`config.mk`:
```
export PLATFORM = sky130hd
export DESIGN_NAME = mem_arbiter
export DESIGN_NICKNAME = d
export VERILOG_FILES = /design/src/rtl/mem_arbiter.sv
export SDC_FILE = /design/constraint.sdc
export NUM_CORES = 1
export LEC_CHECK = 0
export ABC_AREA = 1
export CAP_MARGIN = 25
export CORE_MARGIN = 4
export CORE_UTILIZATION = 40
export DETAILED_ROUTE_END_ITERATION = 10
export PLACE_DENSITY = 0.91
export SLEW_MARGIN = 20
export SYNTH_ARGS = -nofsm -noshare
export SYNTH_HDL_FRONTEND = slang
export SYNTH_SLANG_ARGS = --single-unit
```
`constraint.sdc`:
```
create_clock -name clk -period 2.2 [get_ports clk]
set_clock_uncertainty 0.15 [all_clocks]
set_input_delay 0.44 -clock clk [delete_from_list [all_inputs] [get_ports clk]]
set_output_delay 0.44 -clock clk [all_outputs]
set_load 0.02 [all_outputs]
```
`src/rtl/mem_arbiter.sv`:
```
// -----------------------------------------------------------------------------
// mem_arbiter
// Shares one single-ported memory between an instruction-fetch port and a
// data load/store port. Data requests win over fetches when both are pending
// in IDLE. Each access is IDLE -> FETCH/DATA -> RESP -> IDLE, so back-to-back
// accesses with a zero-wait memory complete every three cycles. Misaligned
// stores skip the memory and answer directly with dhit + dmisalign.
//
// Optional feature: define MEM_ARB_TIMEOUT_EN to abort an access after
// TIMEOUT_CYCLES cycles without mem_ready. The abort pulses the hit and
// bus_err together and writes 32'h0 into the load register. When the macro is
// undefined the arbiter waits forever and bus_err is always 0.
//
// Ports
//   clk, rst               clock, synchronous active-high reset
//   iread, iaddr           fetch request and byte address
//   ihit, iload            fetch-complete pulse and fetched word
//   dread, dwrite          load request; store size (00 none/01 b/10 h/11 w)
//   daddr, dstore          data byte address and store data
//   dhit, dload, dmisalign data-complete pulse, loaded word, misalign flag
//   mem_req, mem_wen       memory request and byte strobes (0 = read)
//   mem_addr, mem_wdata    word-aligned address and replicated write data
//   mem_rdata, mem_ready   memory read data and completion strobe
//   bus_err                timeout abort pulse
// -----------------------------------------------------------------------------
module mem_arbiter #(
    parameter int TIMEOUT_CYCLES = 255
) (
    input  logic        clk,
    input  logic        rst,
    input  logic        iread,
    input  logic [31:0] iaddr,
    output logic        ihit,
    output logic [31:0] iload,
    input  logic        dread,
    input  logic [1:0]  dwrite,
    input  logic [31:0] daddr,
    input  logic [31:0] dstore,
    output logic        dhit,
    output logic [31:0] dload,
    output logic        dmisalign,
    output logic        mem_req,
    output logic [3:0]  mem_wen,
    output logic [31:0] mem_addr,
    output logic [31:0] mem_wdata,
    input  logic [31:0] mem_rdata,
    input  logic        mem_ready,
    output logic        bus_err
);

    typedef enum logic [1:0] {
        IDLE  = 2'b00,
        FETCH = 2'b01,
        DATA  = 2'b10,
        RESP  = 2'b11
    } state_t;

    state_t      state_r;
    logic        store_r;
    logic        data_req_s;
    logic        store_s;
    logic        misalign_s;
    logic [3:0]  strobe_s;
    logic [31:0] wdata_s;
    logic        unused_s;

`ifdef MEM_ARB_TIMEOUT_EN
    localparam int CNT_W = $clog2(TIMEOUT_CYCLES + 1);
    logic [CNT_W-1:0] wait_cnt_r;
`endif

    // Fetch addresses are always treated as word aligned.
    assign unused_s = ^iaddr[1:0];

    function automatic logic [3:0] calc_strobe(input logic [1:0] size, input logic [1:0] lsb);
        case (size)
            2'b01:   calc_strobe = 4'b0001 << lsb;
            2'b10:   calc_strobe = lsb[1] ? 4'b1100 : 4'b0011;
            2'b11:   calc_strobe = 4'b1111;
            default: calc_strobe = 4'b0000;
        endcase
    endfunction

    function automatic logic [31:0] calc_wdata(input logic [1:0] size, input logic [31:0] data);
        case (size)
            2'b01:   calc_wdata = {4{data[7:0]}};
            2'b10:   calc_wdata = {2{data[15:0]}};
            2'b11:   calc_wdata = data;
            default: calc_wdata = 32'h0000_0000;
        endcase
    endfunction

    // Loads carry no size, so only halfword and word stores can be misaligned.
    function automatic logic is_misaligned(input logic [1:0] size, input logic [1:0] lsb);
        case (size)
            2'b10:   is_misaligned = lsb[0];
            2'b11:   is_misaligned = (lsb != 2'b00);
            default: is_misaligned = 1'b0;
        endcase
    endfunction

    // Decode of the data request presented in IDLE.
    always_comb begin
        data_req_s = dread | (dwrite != 2'b00);
        store_s    = (dwrite != 2'b00);
        strobe_s   = calc_strobe(dwrite, daddr[1:0]);
        wdata_s    = calc_wdata(dwrite, dstore);
        misalign_s = is_misaligned(dwrite, daddr[1:0]);
    end

    // Arbitration FSM; every output is a register written here.
    always_ff @(posedge clk) begin
        if (rst) begin
            state_r    <= IDLE;
            store_r    <= 1'b0;
            mem_req    <= 1'b0;
            mem_wen    <= 4'b0000;
            mem_addr   <= 32'h0000_0000;
            mem_wdata  <= 32'h0000_0000;
            ihit       <= 1'b0;
            iload      <= 32'h0000_0000;
            dhit       <= 1'b0;
            dload      <= 32'h0000_0000;
            dmisalign  <= 1'b0;
            bus_err    <= 1'b0;
`ifdef MEM_ARB_TIMEOUT_EN
            wait_cnt_r <= '0;
`endif
        end else begin
            case (state_r)
                IDLE: begin
`ifdef MEM_ARB_TIMEOUT_EN
                    wait_cnt_r <= '0;
`endif
                    if (data_req_s) begin
                        if (misalign_s) begin
                            // Answer immediately without touching memory.
                            state_r   <= RESP;
                            dhit      <= 1'b1;
                            dmisalign <= 1'b1;
                        end else begin
                            state_r   <= DATA;
                            store_r   <= store_s;
                            mem_req   <= 1'b1;
                            mem_addr  <= {daddr[31:2], 2'b00};
                            mem_wen   <= strobe_s;
                            mem_wdata <= wdata_s;
                        end
                    end else if (iread) begin
                        state_r   <= FETCH;
                        store_r   <= 1'b0;
                        mem_req   <= 1'b1;
                        mem_addr  <= {iaddr[31:2], 2'b00};
                        mem_wen   <= 4'b0000;
                        mem_wdata <= 32'h0000_0000;
                    end else begin
                        state_r <= IDLE;
                    end
                end
                FETCH: begin
                    if (mem_ready) begin
                        iload   <= mem_rdata;
                        mem_req <= 1'b0;
                        ihit    <= 1'b1;
                        state_r <= RESP;
                    end else begin
`ifdef MEM_ARB_TIMEOUT_EN
                        if (wait_cnt_r == CNT_W'(TIMEOUT_CYCLES - 1)) begin
                            iload   <= 32'h0000_0000;
                            mem_req <= 1'b0;
                            ihit    <= 1'b1;
                            bus_err <= 1'b1;
                            state_r <= RESP;
                        end else begin
                            wait_cnt_r <= wait_cnt_r + CNT_W'(1);
                        end
`else
                        state_r <= FETCH;
`endif
                    end
                end
                DATA: begin
                    if (mem_ready) begin
                        // Stores keep the previous load value.
                        if (!store_r) begin
                            dload <= mem_rdata;
                        end
                        mem_req <= 1'b0;
                        dhit    <= 1'b1;
                        state_r <= RESP;
                    end else begin
`ifdef MEM_ARB_TIMEOUT_EN
                        if (wait_cnt_r == CNT_W'(TIMEOUT_CYCLES - 1)) begin
                            dload   <= 32'h0000_0000;
                            mem_req <= 1'b0;
                            dhit    <= 1'b1;
                            bus_err <= 1'b1;
                            state_r <= RESP;
                        end else begin
                            wait_cnt_r <= wait_cnt_r + CNT_W'(1);
                        end
`else
                        state_r <= DATA;
`endif
                    end
                end
                RESP: begin
                    // One-cycle response; requests are not sampled here.
                    ihit      <= 1'b0;
                    dhit      <= 1'b0;
                    dmisalign <= 1'b0;
                    bus_err   <= 1'b0;
                    state_r   <= IDLE;
                end
                default: begin
                    state_r <= IDLE;
                end
            endcase
        end
    end

endmodule
```
-- Yosys cells after proc, flatten, opt, wreduce, memory -nomap -nowiden
Cells that the tools add are included.
Widths: inputs -> output; s select.
- bits in registers: 139
- output and inout bits: 137
- mux-type cells: 33
- shift operators: 1
- bitwise operators: 2
- reduce and logical (&&, ||, !) cells: 16
- equality and inequality tests: 14
- operators with widths (operator ; count):
    $mux 32 ; 6
    $pmux 32 s3 ; 1
    $mux 4 ; 4
    $mux 1 ; 13
    $pmux 4 s3 ; 1
    $reduce_bool 2->1 ; 6
    $ne 2x2->1 const B ; 5
    $reduce_and 3->1 ; 3
    $eq 2x2->1 const B ; 4
    $pmux 1 s2 ; 4
    $pmux 2 s4 ; 1
    $reduce_and 4->1 ; 2
    $ne 3x3->1 const B ; 2
    $eq 2x1->1 const B ; 2
    $mux 2 ; 2
    $reduce_and 2->1 ; 2
    $shl 1x2->4 const A ; 1
    $pmux 1 s3 ; 1
    $reduce_bool 3->1 ; 1
    $logic_not 2->1 ; 1
    $ne 2x1->1 const B ; 1
    $reduce_or 2->1 ; 1
    $not 1->1 ; 1
    $or 1x1->1 ; 1

-- Longest topological paths before layout
- word-level depth: 5
- gate-level depth with buffers: 9
- depth with buffers taken out: 8

-- Least setup slack after synthesis
No wires, ideal clock.
- kind: in2reg
- from: input dwrite[1]
- to: register mem_addr[10]
- path slack: 632 ps
- buffers on the path: 2
- data required time: 1934 ps
- setup time: 116 ps
- data arrival time: 1303 ps
- cell stages on the path: 8
- path through: nor2_2 -> nand3_1 -> nand2_1 -> nor2_2 -> buf_4 -> buf_6 -> nor2_1 -> nor2_1
- cells in the longest elaborated chain, start to end: 4
- RTL lines (item ; RTL line ; text):
    from (decl) ; 36 ; input logic [1:0] dwrite,
    $eq 2x2->1 / $reduce_bool 2->1 (equally long branches) ; 95, 104 ;
    $pmux 1 s2 / $or 1x1->1 (equally long branches) ; 95, 104 ;
    $ne 2x2->1 (no line) / $reduce_bool 2->1 (equally long branches) ; -- ;
    $reduce_and 3->1 (no line) ; -- ;
    to (signal assigned) ; 145 ; mem_addr <= {daddr[31:2], 2'b00};
    to (signal assigned) ; 153 ; mem_addr <= {iaddr[31:2], 2'b00};
    to (decl) ; 44 ; output logic [31:0] mem_addr,
Parallel ways exist; a longest one is shown, timed or not.
A chain may end at the register's enable or synchronous reset.

-- Final worst setup path
- from: register mem_req
- to: output mem_req
- RTL lines (item ; RTL line ; text):
    from (decl) ; 42 ; output logic mem_req,
    from (signal assigned) ; 116 ; mem_req <= 1'b0;
    from (signal assigned) ; 144 ; mem_req <= 1'b1;
    from (signal assigned) ; 152 ; mem_req <= 1'b1;
No word-level cell between the ends.

==> flow_summary.toml <==
[clocking]
hold_buffers = 0
tritoncts = "built"
cts_buffers = 17
clock_sink_count = 137
cts.clk_slew.worst_paths_ns = 0.06
cts_buffer_depth = 2
clk-insertion-delay-late_ns = 0.40
cts_setup_buffers = 0
cts-resized-gates = 0
cts_htree_levels = 4
cts-root-buf = "clkbuf_16"

[floorplanning]
core_area_mm2 = 0.0139
start_util = 0.409
die_h_um = 127
dieArea_mm2 = 0.0162
die_w_um = 127
io_pins = 272
placementRows = 43

[run]
cap_violations = 0

[routing]
wire_per_inst_um = 15.1
first_pass_iters = 4
drcViolationCount = 0
via_count = 6171
via_per_inst = 4.89
drt_wl_total_mm = 19.0
drt_iter0_drc = 401
detail-route-antenna-nets = 0

[final_layout]
fillers = 1166
layout_commonest_cell = "clkdlybuf4s50_1"
fin_util = 0.657
fin_area_mm2 = 0.00916
layout_common_cells = "clkdlybuf4s50_1, nor2_1, nand2_1, dfxtp_1, o21ai_0"
layout.nets = 1210
area_growth_pct = 60.5
stdcell_count = 1263
antenna_cells = 0
final_layout_size_suffix_gt1_frac = 0.0591

[timing]
layout_setup_ws_ns = 0.182
max_freq_mhz = 495
rsz0062_at_grt = "false"
fin_crit_sh = 0.917
hold_violations = 0
tns_ns = 0
maxSlewViolCount = 0
setup_violations = 0
fin_crit_ns = 2.02
whs_ns = 0.314

[min_path]
hold_path_end = "mem_wdata[26]"
holdPathStages = 2
hold_class = "reg2reg"
hp-start = "mem_wdata[26]"

[critical_path]
critPathKind = "reg2out"
crit_chain = "clkdlybuf4s50_1"
arrival_ns = 1.43
cp_num_buf_inv = 1
path_max_fanout = 2
cp.required_ns = 1.61
regToRegStartpoint = "state_r[1]"
reg2reg_setup_slack_ns = 0.49
r2r_cells = 7
crit_slowest_cell = "clkdlybuf4s50_1"
reg2reg_to = "mem_wen[1]"
slowest_delay_ns = 0.64
start_kind = "flop"
crit_family = "buffers and inverters"
endpoint_kind = "primary output"

[global_route]
grt_use_total = 0.229
grt_max_degree = 79
overflow = 0
grt_pass1_vias = 6160
antenna_found_initial = 0
grt_pass1_wl_mm = 30.1

[place]
portBuffers = 266
hpwl_mm = 13.7
preCtsSetupSlack_ns = -0.0456
place_inst = 1232
post_dp_cell_area_mm2 = 0.00859
gp_congestion = 0.884

[power]
p_sw_mw = 2.31
p_sw_frac = 0.302
clock_power_share = 0.353
finalPower_mw = 7.67
p_comb_frac = 0.269
seqPwrFrac = 0.378
ir_drop_mv = 0.602
power.density_mw_per_mm2 = 838
p_int_mw = 5.36
p_leak_nw = 3.78

[synthesis]
yosysWarnings = 0
ys_seq_area_frac = 0.481
synth-edff-count = 0
synth-seq-cells = 137
synthCells = 814
synth-main-ff-cell = "dfxtp_1"
synth.cell_area_mm2 = 0.00570
ys_async_sr_fraction = 0
synthDistinctLibCells = 23
syn_avg_cell_area_um2 = 7.01

[outcome]
status = "complete, no violations"
==> layout make-up <==
class / count / area, um2 / area share
clock inverter: 9 / 90.1 / 0.00984
tap: 180 / 225 / 0.0246
inverter: 18 / 67.6 / 0.00738
multi-input combinational: 603 / 2610 / 0.285
clock buffer: 22 / 474 / 0.0518
timing repair buffer: 294 / 2950 / 0.322
sequential: 137 / 2740 / 0.300
==> cell families (layout without fill, tap and decap cells) <==
kind of cell | after synthesis | in the layout | synth area share
simple gates | 431 | 431 | 0.295
compound gates | 165 | 165 | 0.150
flops | 137 | 137 | 0.481
buf+inv | 76 | 343 | 0.0645
fa+ha+maj | 4 | 4 | 0.00878
other cells | 1 | 3 | 0.000658
==> worst min-delay path: stages (launching register included) <==
cell	delay [ns]
dfxtp_1	0.31
nand2_1	0.06
a21oi_1	0.05
==> how the worst max path moves through the flow <==
stage / startpoint / endpoint / slack, ns / cells past startpoint
after floorplan: dwrite[1] / mem_addr[10] / 0.63 / 8
after global placement: dwrite[1] / mem_addr[16] / -0.02 / 9
after detailed placement: dwrite[1] / mem_addr[16] / -0.05 / 9
after CTS: mem_req / mem_req / 0.15 / 1
after global routing: mem_req / mem_req / 0.14 / 1
final: mem_req / mem_req / 0.18 / 1
==> layer usage <==
metal | GRT usage | up-vias | wire [um]
met4 | 0.0707 | 0 | 407
li1 | - | 3130 | -
met2 | 0.400 | 233 | 9230
met1 | 0.254 | 2780 | 7580
met3 | 0.0936 | 28 | 1830
met5 | 0 | - | 0
==> synthesized netlist by cell type, types with 2 or more instances <==
| cell | number | share of area |
|---|---|---|
| a21oi_1 | 41 | 0.036 |
| buf_2 | 12 | 0.011 |
| buf_4 | 4 | 0.0053 |
| buf_6 | 7 | 0.014 |
| clkbuf_1 | 34 | 0.022 |
| dfxtp_1 | 137 | 0.48 |
| ha_1 | 4 | 0.0088 |
| inv_1 | 16 | 0.011 |
| inv_2 | 2 | 0.0013 |
| nand2_1 | 183 | 0.12 |
| nand3_1 | 40 | 0.035 |
| nor2_1 | 204 | 0.13 |
| nor2_2 | 2 | 0.0022 |
| o211ai_1 | 8 | 0.011 |
| o21ai_0 | 109 | 0.096 |
| o21ai_1 | 3 | 0.0026 |
| o31ai_1 | 2 | 0.0026 |
==> flip-flops by register name (all words and copies together) (netlist names) <==
| name | flops |
|---|---|
| mem_req | 1 |
| dmisalign | 1 |
| mem_wen | 4 |
| store_r | 1 |
| ihit | 1 |
| state_r | 2 |
| mem_addr | 30 |
| mem_wdata | 32 |
| iload | 32 |
| dhit | 1 |
| dload | 32 |
==> power groups by stage <==
stage | logic [mW] | registers (mW) | clock network (mW)
2_1_floorplan | 0.733 | 3.26 | 0
3_3_place_gp | 2.03 | 2.93 | 0
3_5_place_dp | 2.06 | 2.95 | 0
4_1_cts | 2.07 | 2.90 | 2.76
5_1_grt | 2.24 | 2.93 | 2.89
6_report | 2.06 | 2.90 | 2.71
No activity file was read; power rests on OpenSTA's default activity.
==> variant 1, RTL diff (same settings) <==
Add a define of `MEM_ARB_TIMEOUT_EN`.
--- a/src/rtl/mem_arbiter.sv
+++ b/src/rtl/mem_arbiter.sv
@@ -23,6 +23,8 @@
 //   mem_rdata, mem_ready   memory read data and completion strobe
 //   bus_err                timeout abort pulse
 // -----------------------------------------------------------------------------
+`define MEM_ARB_TIMEOUT_EN
+
 module mem_arbiter #(
     parameter int TIMEOUT_CYCLES = 255
 ) (
Behaviour: no difference found for any inputs over 4 cycles, from zero or initial values and one cycle with rst high; that may be too few to reach the edited logic, so the function may still have changed.
==> variant 1 against the unedited design <==
- routed wire length grew 12%
- synthesized cell count grew 21%
- sequential cell count grew 9
- setup slack lost 25 ps
- area after synthesis grew 16%
- final area grew 11%
- die area grew 15%
Power is not compared: it rests on default switching activity, and its combinational part moved more than twofold at a synthesized area within 25%.
==> variant 1: results (changes against the unedited design) <==
* Avg Vias per Cell at 5.03 (+3.0%)
* Tmin final at 2040 ps (+25.4 ps)
* Multi-input combinational area share at 32.4% (+3.9 points)
* Initial DRC Count at 344 (-14%)
* Synth Area in Adders at 1.14% (+0.26 points)
* FF-to-FF setup slack at 260 ps (-230 ps)
* Drt wl/cell at 14.5 um (-3.6%)
* CP arrival at 1450 ps (+20 ps)
* Sequential cell area fraction in the yosys report at 44.2% (-3.9 points)
* GRT met3 Usage at 7.32% (-2.0 points)
* Met1 GRT Util at 25.8% (+0.36 points)
* Share of cells above drive strength 1 at 6.23% (+0.32 points)
* Worst R2R Path Depth at 10 (+3)
* Status: finished, final reports clean
* Met3 WL at 2270 um (+24%)
* Routed wl met2 at 10100 um (+9.7%)
* Worst r2r dst: dload[7]
* M1 WL at 8480 um (+12%)
* CP max stage delay at 700 ps (+60 ps)
* I/O Buffers at 267 (+0.38%)
* Non-clk buf share at 29.5% (-2.7 points)
* Synth top cells by count: nand2_1 (409), dfxtp_1 (146), a21oi_1 (141), nand3_1 (91), nor2_1 (62)
* Dpl hpwl at 15300 um (+12%)
* Yosys cell types at 28 (+22%)
* Mean Syn Cell Area at 6.68 um2 (-4.6%)
* DR pass1 iterations at 5 (+1)
* Worst hold start: iload[14]
variant 1: power by group through the flow:
stage / Clock, W / Sequential, W / Combinational [W]
after floorplan: 0 / 0.00402 / 0.00196
after global placement: 0 / 0.00346 / 0.00432
after detailed placement: 0 / 0.00348 / 0.00439
after CTS: 0.00293 / 0.00343 / 0.00442
after global routing: 0.00306 / 0.00348 / 0.00480
final: 0.00288 / 0.00343 / 0.00441
variant 1: how the worst min path moves through the flow:
| stage | slack [ps] | to | depth (start not counted) |
|---|---|---|---|
| 6_report | 310 | iload[14] | 2 |
| 5_1_grt | 330 | iload[25] | 2 |
| 4_1_cts | 300 | ihit | 4 |
| 3_5_place_dp | 310 | mem_wen[3] | 2 |
| 3_3_place_gp | 300 | iload[1] | 2 |
| 2_1_floorplan | 300 | wait_cnt_r[0] | 1 |
variant 1: stage by stage:
stage / hold slack (ps) / area, um2
after floorplan: 300 / 6610
after global routing: 325 / 10200
after CTS: 295 / 10200
after detailed placement: 305 / 9570
after global placement: 297 / 9570
final: 312 / 10200
==> variant 2, RTL diff (same flow settings) <==
Made on the original files. Make the reset (`rst`) asynchronous in one clocked block. Comments in the files are not updated.
--- a/src/rtl/mem_arbiter.sv
+++ b/src/rtl/mem_arbiter.sv
@@ -109,7 +109,7 @@
     end
 
     // Arbitration FSM; every output is a register written here.
-    always_ff @(posedge clk) begin
+    always_ff @(posedge clk or posedge rst) begin
         if (rst) begin
             state_r    <= IDLE;
             store_r    <= 1'b0;
Behaviour: differs if rst is asserted again (counterexample within 4 cycles, from zero or initial values and one cycle with rst high); with rst held inactive, the same outputs for 4 cycles.
==> variant 2 against the unedited design <==
- routed wire length up 2.4%
- maximum frequency down 1.9%
- setup slack worse by 39 ps
- final cell count down 4.2%
- largest cell class is now registers
- sequential cell count unchanged
- final area up 6.8%
- area after synthesis up 6.8%
Power is not compared: it rests on default switching activity, and its combinational part moved more than twofold at a synthesized area within 25%.
==> variant 2: results (changes against the unedited design) <==
* Status: finished, final reports clean
* Leakage power at 4.75 nW
* CP arrival at 1470 ps (+40 ps)
* GRT Overall Usage at 22.7% (-0.18 points)
* Vias in the first global route at 5999 (-2.6%)
* Worst-path fanout max at 2 (unchanged)
* Commonest register cell after synthesis: dfrtp_1
* CP max stage delay at 710 ps (+70 ps)
* Largest net degree at the start of global routing at 80 (+1.3%)
* Async SR Flop Fraction at 100% (+100 points)
* Placed cell count at 1177 (-4.5%)
* DR pass1 iterations at 5 (+1)
* Maximum vdd ir drop at 665 uV
* Share of cells above drive strength 1 at 6.24% (+0.33 points)
* Avg Vias per Cell at 4.92 (+0.79%)
* Routability cong. at 0.846 (-4.4%)
* Initial antenna violation count at 1 (+1)
* Area after DPL at 0.00910 mm2 (+6.0%)
* Mapped Cells at 744 (-8.6%)
* Sequential cell area fraction in the yosys report at 56.3% (+8.2 points)
* Drt total wl at 19500 um (+2.4%)
* Setup Slack @ Placement at -20.6 ps (+25.0 ps)
* Dpl hpwl at 14400 um (+5.3%)
* Global-route wire length before repair at 31600 um (+5.0%)
* Drt wl/cell at 16.1 um (+6.9%)
* Nets at 1151 (-4.9%)
* Synth top area cells: dfrtp_1 (56%), nand2_1 (16%), o21ai_0 (12%), inv_1 (5.5%), nand3_1 (3.2%)
* Synth top cells by count: nand2_1 (252), o21ai_0 (151), dfrtp_1 (137), inv_1 (89), nand3_1 (39)
* Initial DRC Count at 442 (+10%)
## variant 2: per-layer routing
layer,GRT usage [%],routed length [um]
met3,5.43,1020
met4,12.4,984
met2,38.5,9850
met5,0,0
met1,26.7,7650
## variant 2: final timing paths
kind | start | endpoint | cells after the start | slack [ps]
worst max-delay path | dhit | dhit | 1 | 140
worst min register to register | dhit | dhit | 2 | 330
max in group asynchronous | rst | mem_wdata[19] | 3 | 1140
min in group asynchronous | rst | dload[30] | 3 | 350
worst min-delay path | dhit | dhit | 2 | 330
worst max register to register | state_r[0] | mem_addr[17] | 6 | 480
## variant 2: power by group through the flow
stage	clock (W)	sequential [W]	combinational, W
after floorplan	0	0.00573	0.00170
final	0.00320	0.00436	0.00634
after detailed placement	0	0.00437	0.00636
after CTS	0.00326	0.00436	0.00640
after global routing	0.00336	0.00448	0.00681
after global placement	0	0.00430	0.00622
## variant 2: cell families after synthesis
logic type | Yosys count | synth area share, %
AND/OR/NAND/NOR | 304 | 20.0
AO/OA/AOI/OAI | 165 | 13.7
flip-flops | 137 | 56.3
buffers and inverters | 133 | 9.14
adder cells (fa/ha/maj) | 4 | 0.821
other | 1 | 0.0615
## variant 2: cell type report
cell class | instances | area, um2
multi-input cells | 476 | 2120
repair buffers | 291 | 2990
clock inverters | 10 | 188
flip-flops and latches | 137 | 3430
inverters | 89 | 338
fillers | 1120 | 4970
clock buffers | 22 | 484
diodes | 1 | 2.50
well taps | 184 | 230
## variant 2: worst min-delay path: stages, from the launching register on
cell and delay [ps]:
dfrtp_1 350, nand2_1 50, nand2_1 50
